--- config.mk ---
export PLATFORM = sky130hd
export DESIGN_NAME = request_unit
export DESIGN_NICKNAME = d
export VERILOG_FILES = /design/src/rtl/cpu_types_pkg.sv /design/src/rtl/request_unit.sv
export SDC_FILE = /design/constraint.sdc
export NUM_CORES = 1
export LEC_CHECK = 0
export CORE_ASPECT_RATIO = 2
export CORE_MARGIN = 3
export CORE_UTILIZATION = 40
export CTS_CLUSTER_SIZE = 40
export DETAILED_ROUTE_END_ITERATION = 6
export HOLD_SLACK_MARGIN = 0.05
export PLACE_DENSITY = 0.68
export SKIP_CTS_REPAIR_TIMING = 1
export SLEW_MARGIN = 0
export SYNTH_ARGS = -nofsm -noshare
export SYNTH_HDL_FRONTEND = slang
export SYNTH_SLANG_ARGS = --single-unit
export TNS_END_PERCENT = 20
--- constraint.sdc ---
create_clock -name CLK -period 2.6 [get_ports CLK]
set_clock_uncertainty 0.05 [all_clocks]
set_input_delay 0.26 -clock CLK [delete_from_list [all_inputs] [get_ports CLK]]
set_output_delay 0.26 -clock CLK [all_outputs]
set_load 0.01 [all_outputs]
--- src/rtl/cpu_types_pkg.sv ---
// cpu_types_pkg
// Shared CPU type definitions.
//   reqstate_t : request unit states (FETCH, DATA, HALTED)
//   STALL_MAX  : saturation value of the memory-stall counter
package cpu_types_pkg;

  typedef enum logic [1:0] {
    FETCH  = 2'd0,
    DATA   = 2'd1,
    HALTED = 2'd2
  } reqstate_t;

  localparam logic [15:0] STALL_MAX = 16'hFFFF;

endpackage

--- src/rtl/request_unit.sv ---
// request_unit
// Sequences instruction fetch and data access requests to memory, produces the
// PC-advance strobe, latches halt, and counts cycles spent waiting on memory.
// Ports:
//   CLK, RST (sync, active-high)         : clock and reset
//   iREN, dREN, dWEN, halt               : control-unit requests for the current instruction
//   ihit, dhit                           : instruction / data memory access complete
//   imemREN, dmemREN, dmemWEN            : memory request outputs
//   pc_en                                : one-cycle PC-advance strobe
//   halt_out                             : sticky halted flag
//   stall_cnt[15:0]                      : saturating count of memory-wait cycles
module request_unit
  import cpu_types_pkg::*;
(
  input  logic        CLK,
  input  logic        RST,
  input  logic        iREN,
  input  logic        dREN,
  input  logic        dWEN,
  input  logic        halt,
  input  logic        ihit,
  input  logic        dhit,
  output logic        imemREN,
  output logic        dmemREN,
  output logic        dmemWEN,
  output logic        pc_en,
  output logic        halt_out,
  output logic [15:0] stall_cnt
);

  reqstate_t   state_r;
  reqstate_t   next_state_s;
  logic        dmem_ren_r;
  logic        dmem_wen_r;
  logic [15:0] stall_cnt_r;
  logic        imem_ren_s;
  logic        pc_en_s;
  logic        capture_s;
  logic        stall_s;

  // Next-state and combinational strobes for the request sequencer.
  always_comb begin
    next_state_s = state_r;
    imem_ren_s   = 1'b0;
    pc_en_s      = 1'b0;
    capture_s    = 1'b0;
    stall_s      = 1'b0;
    case (state_r)
      FETCH: begin
        imem_ren_s = iREN;
        if (iREN && ihit) begin
          // halt outranks any data request of the halting instruction
          if (halt) begin
            next_state_s = HALTED;
          end else if (dREN || dWEN) begin
            next_state_s = DATA;
            capture_s    = 1'b1;
          end else begin
            pc_en_s = 1'b1;
          end
        end else if (iREN) begin
          stall_s = 1'b1;
        end else begin
          next_state_s = FETCH;
        end
      end
      DATA: begin
        if (dhit) begin
          next_state_s = FETCH;
          pc_en_s      = 1'b1;
        end else begin
          stall_s = 1'b1;
        end
      end
      HALTED: begin
        next_state_s = HALTED;
      end
      default: begin
        next_state_s = FETCH;
      end
    endcase
  end

  // State, registered data request and stall counter; reset outranks every hit/halt.
  always_ff @(posedge CLK) begin
    if (RST) begin
      state_r     <= FETCH;
      dmem_ren_r  <= 1'b0;
      dmem_wen_r  <= 1'b0;
      stall_cnt_r <= 16'd0;
    end else begin
      state_r <= next_state_s;
      if (capture_s) begin
        // a simultaneous read and write request resolves to a write
        dmem_wen_r <= dWEN;
        dmem_ren_r <= dREN & ~dWEN;
      end else if ((state_r == DATA) && dhit) begin
        dmem_wen_r <= 1'b0;
        dmem_ren_r <= 1'b0;
      end else begin
        dmem_wen_r <= dmem_wen_r;
        dmem_ren_r <= dmem_ren_r;
      end
      if (stall_s && (stall_cnt_r != STALL_MAX)) begin
        stall_cnt_r <= stall_cnt_r + 16'd1;
      end else begin
        stall_cnt_r <= stall_cnt_r;
      end
    end
  end

  // The reset cycle must not advance the PC even when a hit arrives with it.
  assign pc_en     = pc_en_s & ~RST;
  assign imemREN   = imem_ren_s;
  assign dmemREN   = dmem_ren_r;
  assign dmemWEN   = dmem_wen_r;
  assign halt_out  = (state_r == HALTED);
  assign stall_cnt = stall_cnt_r;

endmodule
==> flow_summary.yaml <==
synth:
  synth_compound_area_share_pct: 19.43
  synthMuxAreaShare_pct: 3.199
  synth_seq_cells: 20
  synth_xor_xnor_area_share_pct: 0
  mappedNetlistArea_um2: 1056
  synth_area_leaders: "dfxtp_1 (38%), or4_1 (8.5%), o31ai_1 (7.1%)"
  yosys.area_share.simple_pct: 35.43
  ys_seq_area_share_pct: 37.91
  synth_most_common_cell: "dfxtp_1"
  synth_top_area_share_pct: 37.91
  synth_cells: 124
  synth_edf_count: 0
  avgSynthCellArea_um2: 8.516
  ys_warn_count: 0
  synth_top_cell_by_area: "dfxtp_1"
  synthAdderAreaFrac_pct: 1.185
  synth_top_family_by_area: "simple AND/OR/NAND/NOR gates"
  syn_nets: 133
  ys_types: 36
  synthTopCellsByCount: "dfxtp_1 (20), a21oi_1 (14), or4_1 (12), o31ai_1 (10), nand3_1 (8)"
  ys.flop_type: "dfxtp_1"
  async_reset_ff_share_pct: 0
grt:
  grt_remaining_overflow: 0
  grt_max_degree: 24
  grt_pass1_wl_um: 4464
  grt_use_met3_pct: 2.523
  grt.busiest_layer: "met2"
  grt.total_usage_pct: 16.94
  grt_pass1_vias: 1039
  use_met2_pct: 31.04
  grt_antenna_before_repair: 0
  grt.met1_usage_pct: 17.70
hold_path:
  hold_class: "flop to flop"
setup_path:
  worstPathCellList: "clkdlybuf4s50_1 > nor3b_1 > and3b_1 > nand2_1 > a211oi_1 > clkdlybuf4s50_1"
  path_common_cell: "clkdlybuf4s50_1"
  crit_buf_inv: 2
  worst_ep_required_time_ns: 2.29
  critPathArrivalTime_ns: 2.20
  cp_max_fo: 4
  slowest_delay_ns: 0.59
  slowest_stage: "clkdlybuf4s50_1"
  critPathLaunchType: "primary input"
  end_kind: "output pin"
  crit_type: "primary input to output pin"
  cp_top_family: "buffers and inverters"
power:
  p_sw_share_pct: 22.54
  finalPower_w: 0.0006139
  pwr-share-comb_pct: 9.3
  clock_power_share_pct: 39.3
  cellPowerDensity_nw_per_um2: 431.9
  p_int_w: 0.0004756
  seqPwrFrac_pct: 51.4
  ir_worst_vdd_mv: 0.2741
  netSwitchingPower_w: 0.0001383
  leakage_nw: 0.4336
route:
  wire_per_inst_um: 14.52
  vias_per_cell: 6.116
  drt-total-wl_um: 2628
  postRouteAntennaNets: 0
  first_pass_iters: 4
  first_iter_violations: 22
  drc_errors: 0
  vias: 1107
floorplanning:
  die_x_um: 42.33
  die_h_um: 78.67
  start_util_pct: 43.28
  die_area_um2: 3330
  io_pins: 29
  rows: 25
  fp.coreArea_um2: 2440
placement:
  dpl.hpwl_um: 2009
  port_buffers: 28
  routabilityCongestion: 0.7404
sta:
  setup_tns_ns: 0
  timing.fmax_mhz: 397.6
  rsz0062_at_grt: "no"
  drv_slew: 0
  tightest_slew_ns: 0.6333
  fin_crit_ns: 2.515
  relSlewSlack_pct: 57.46
  period_share_pct: 96.72
  setup_viol: 0
  hold_viol: 0
clock_tree:
  clk-insertion-delay-late_ns: 0.26
  cts_buffers: 3
  clk_path_buf_depth: 2
  cts_tree: "done"
  cts-root-buf: "clkbuf_8"
  clk_pin_slew_worst_paths_ns: 0.07
  cts.sinks: 20
  cts_max_level: 1
run_status:
  outcome: "finished, final reports clean"
layout:
  area_delta_synth_final_pct: 34.60
  diodes: 0
  fin_nets: 164
  drive_above_1_share_pct: 9.740
  utilization_pct: 58.26
run:
  drv_cap: 0
[cell families (layout without fill, tap and decap cells)]
logic type               Yosys count  count (layout)
AO/OA/AOI/OAI                     33              33
adder cells (fa/ha/maj)            1               1
buffers and inverters              6              36
flip-flops                        20              20
multiplexers                       3               3
AND/OR/NAND/NOR                   61              61
[state kept, by name, indices dropped and copies added (netlist names)]
register   count
dmemREN        1
dmemWEN        1
stall_cnt     16
state_r        2
[stage by stage]
step                      hold slack, ns  std cells  instance area (µm²)  setup slack, ns
after CTS                         0.4486        181                 1421           0.1212
after global placement            0.4284        177                 1366           0.2238
after global routing              0.4618        181                 1421          0.04949
final                             0.4404        181                 1421          0.08522
after floorplan                   0.3171        124                 1056           0.5713
after detailed placement          0.4341        177                 1366           0.1238
[metal layers]
metal,up-vias,part of all wire [%]
met1,509,39
met4,0,2.1
met3,5,4.9
met2,33,54
li1,560,-
met5,-,0
[power by group through the flow]
stage / clock network, W / logic (W) / registers (W)
3_5_place_dp: 0 / 0.0000573 / 0.000323
6_report: 0.000241 / 0.0000570 / 0.000316
3_3_place_gp: 0 / 0.0000567 / 0.000323
2_1_floorplan: 0 / 0.0000272 / 0.000323
5_1_grt: 0.000259 / 0.0000624 / 0.000317
4_1_cts: 0.000248 / 0.0000576 / 0.000316
[worst paths after layout]
kind | startpoint | to | slack [ns] | cells after the start
setup reg to reg | stall_cnt[0] | stall_cnt[12] | 0.46 | 5
setup / recovery | iREN | pc_en | 0.09 | 6
hold / removal | dmemREN | dmemREN | 0.44 | 2
hold reg to reg | dmemREN | dmemREN | 0.44 | 2
[final cells by class]
cell class / count / area (µm²)
Fill cell: 232 / 1018
Timing Repair Buffer: 31 / 302.8
Clock buffer: 4 / 55.05
Multi-Input combinational cell: 98 / 625.6
Tap cell: 27 / 33.78
Inverter: 1 / 3.754
Sequential cell: 20 / 400.4
[worst reg2reg max path, delay by kind of cell (launching register included)]
kind	cells	cell delay, ns
adders and majority gates	1	0.27
and+or+nand+nor	3	1.17
DFF	1	0.42
AOI/OAI and AO/OA	1	0.14
[layout by cell type (no fill, tap or decap)]
cell type	netlist	final
a211o_1	1	1
a211oi_1	1	1
a21oi_1	14	14
a221oi_1	1	1
a31oi_1	1	1
a32oi_1	1	1
and2_1	1	1
and2b_2	1	1
and3_1	1	1
and3b_1	1	1
buf_4	1	3
clkbuf_8	0	4
clkdlybuf4s50_1	0	28
dfxtp_1	20	20
ha_1	1	1
inv_1	1	1
mux2_2	3	3
nand2_1	6	6
nand2b_1	1	1
nand3_1	8	8
nand3b_1	1	1
nand4_1	7	7
nand4b_1	1	1
nor2_1	6	6
nor2b_1	3	3
nor3_1	2	2
nor3b_1	1	1
nor4_1	4	4
o21ai_0	4	4
o31ai_1	10	10
or2_2	2	2
or3_1	1	1
or3b_2	1	1
or4_1	12	12
or4b_4	1	1
No activity file was read; power rests on OpenSTA's default activity.
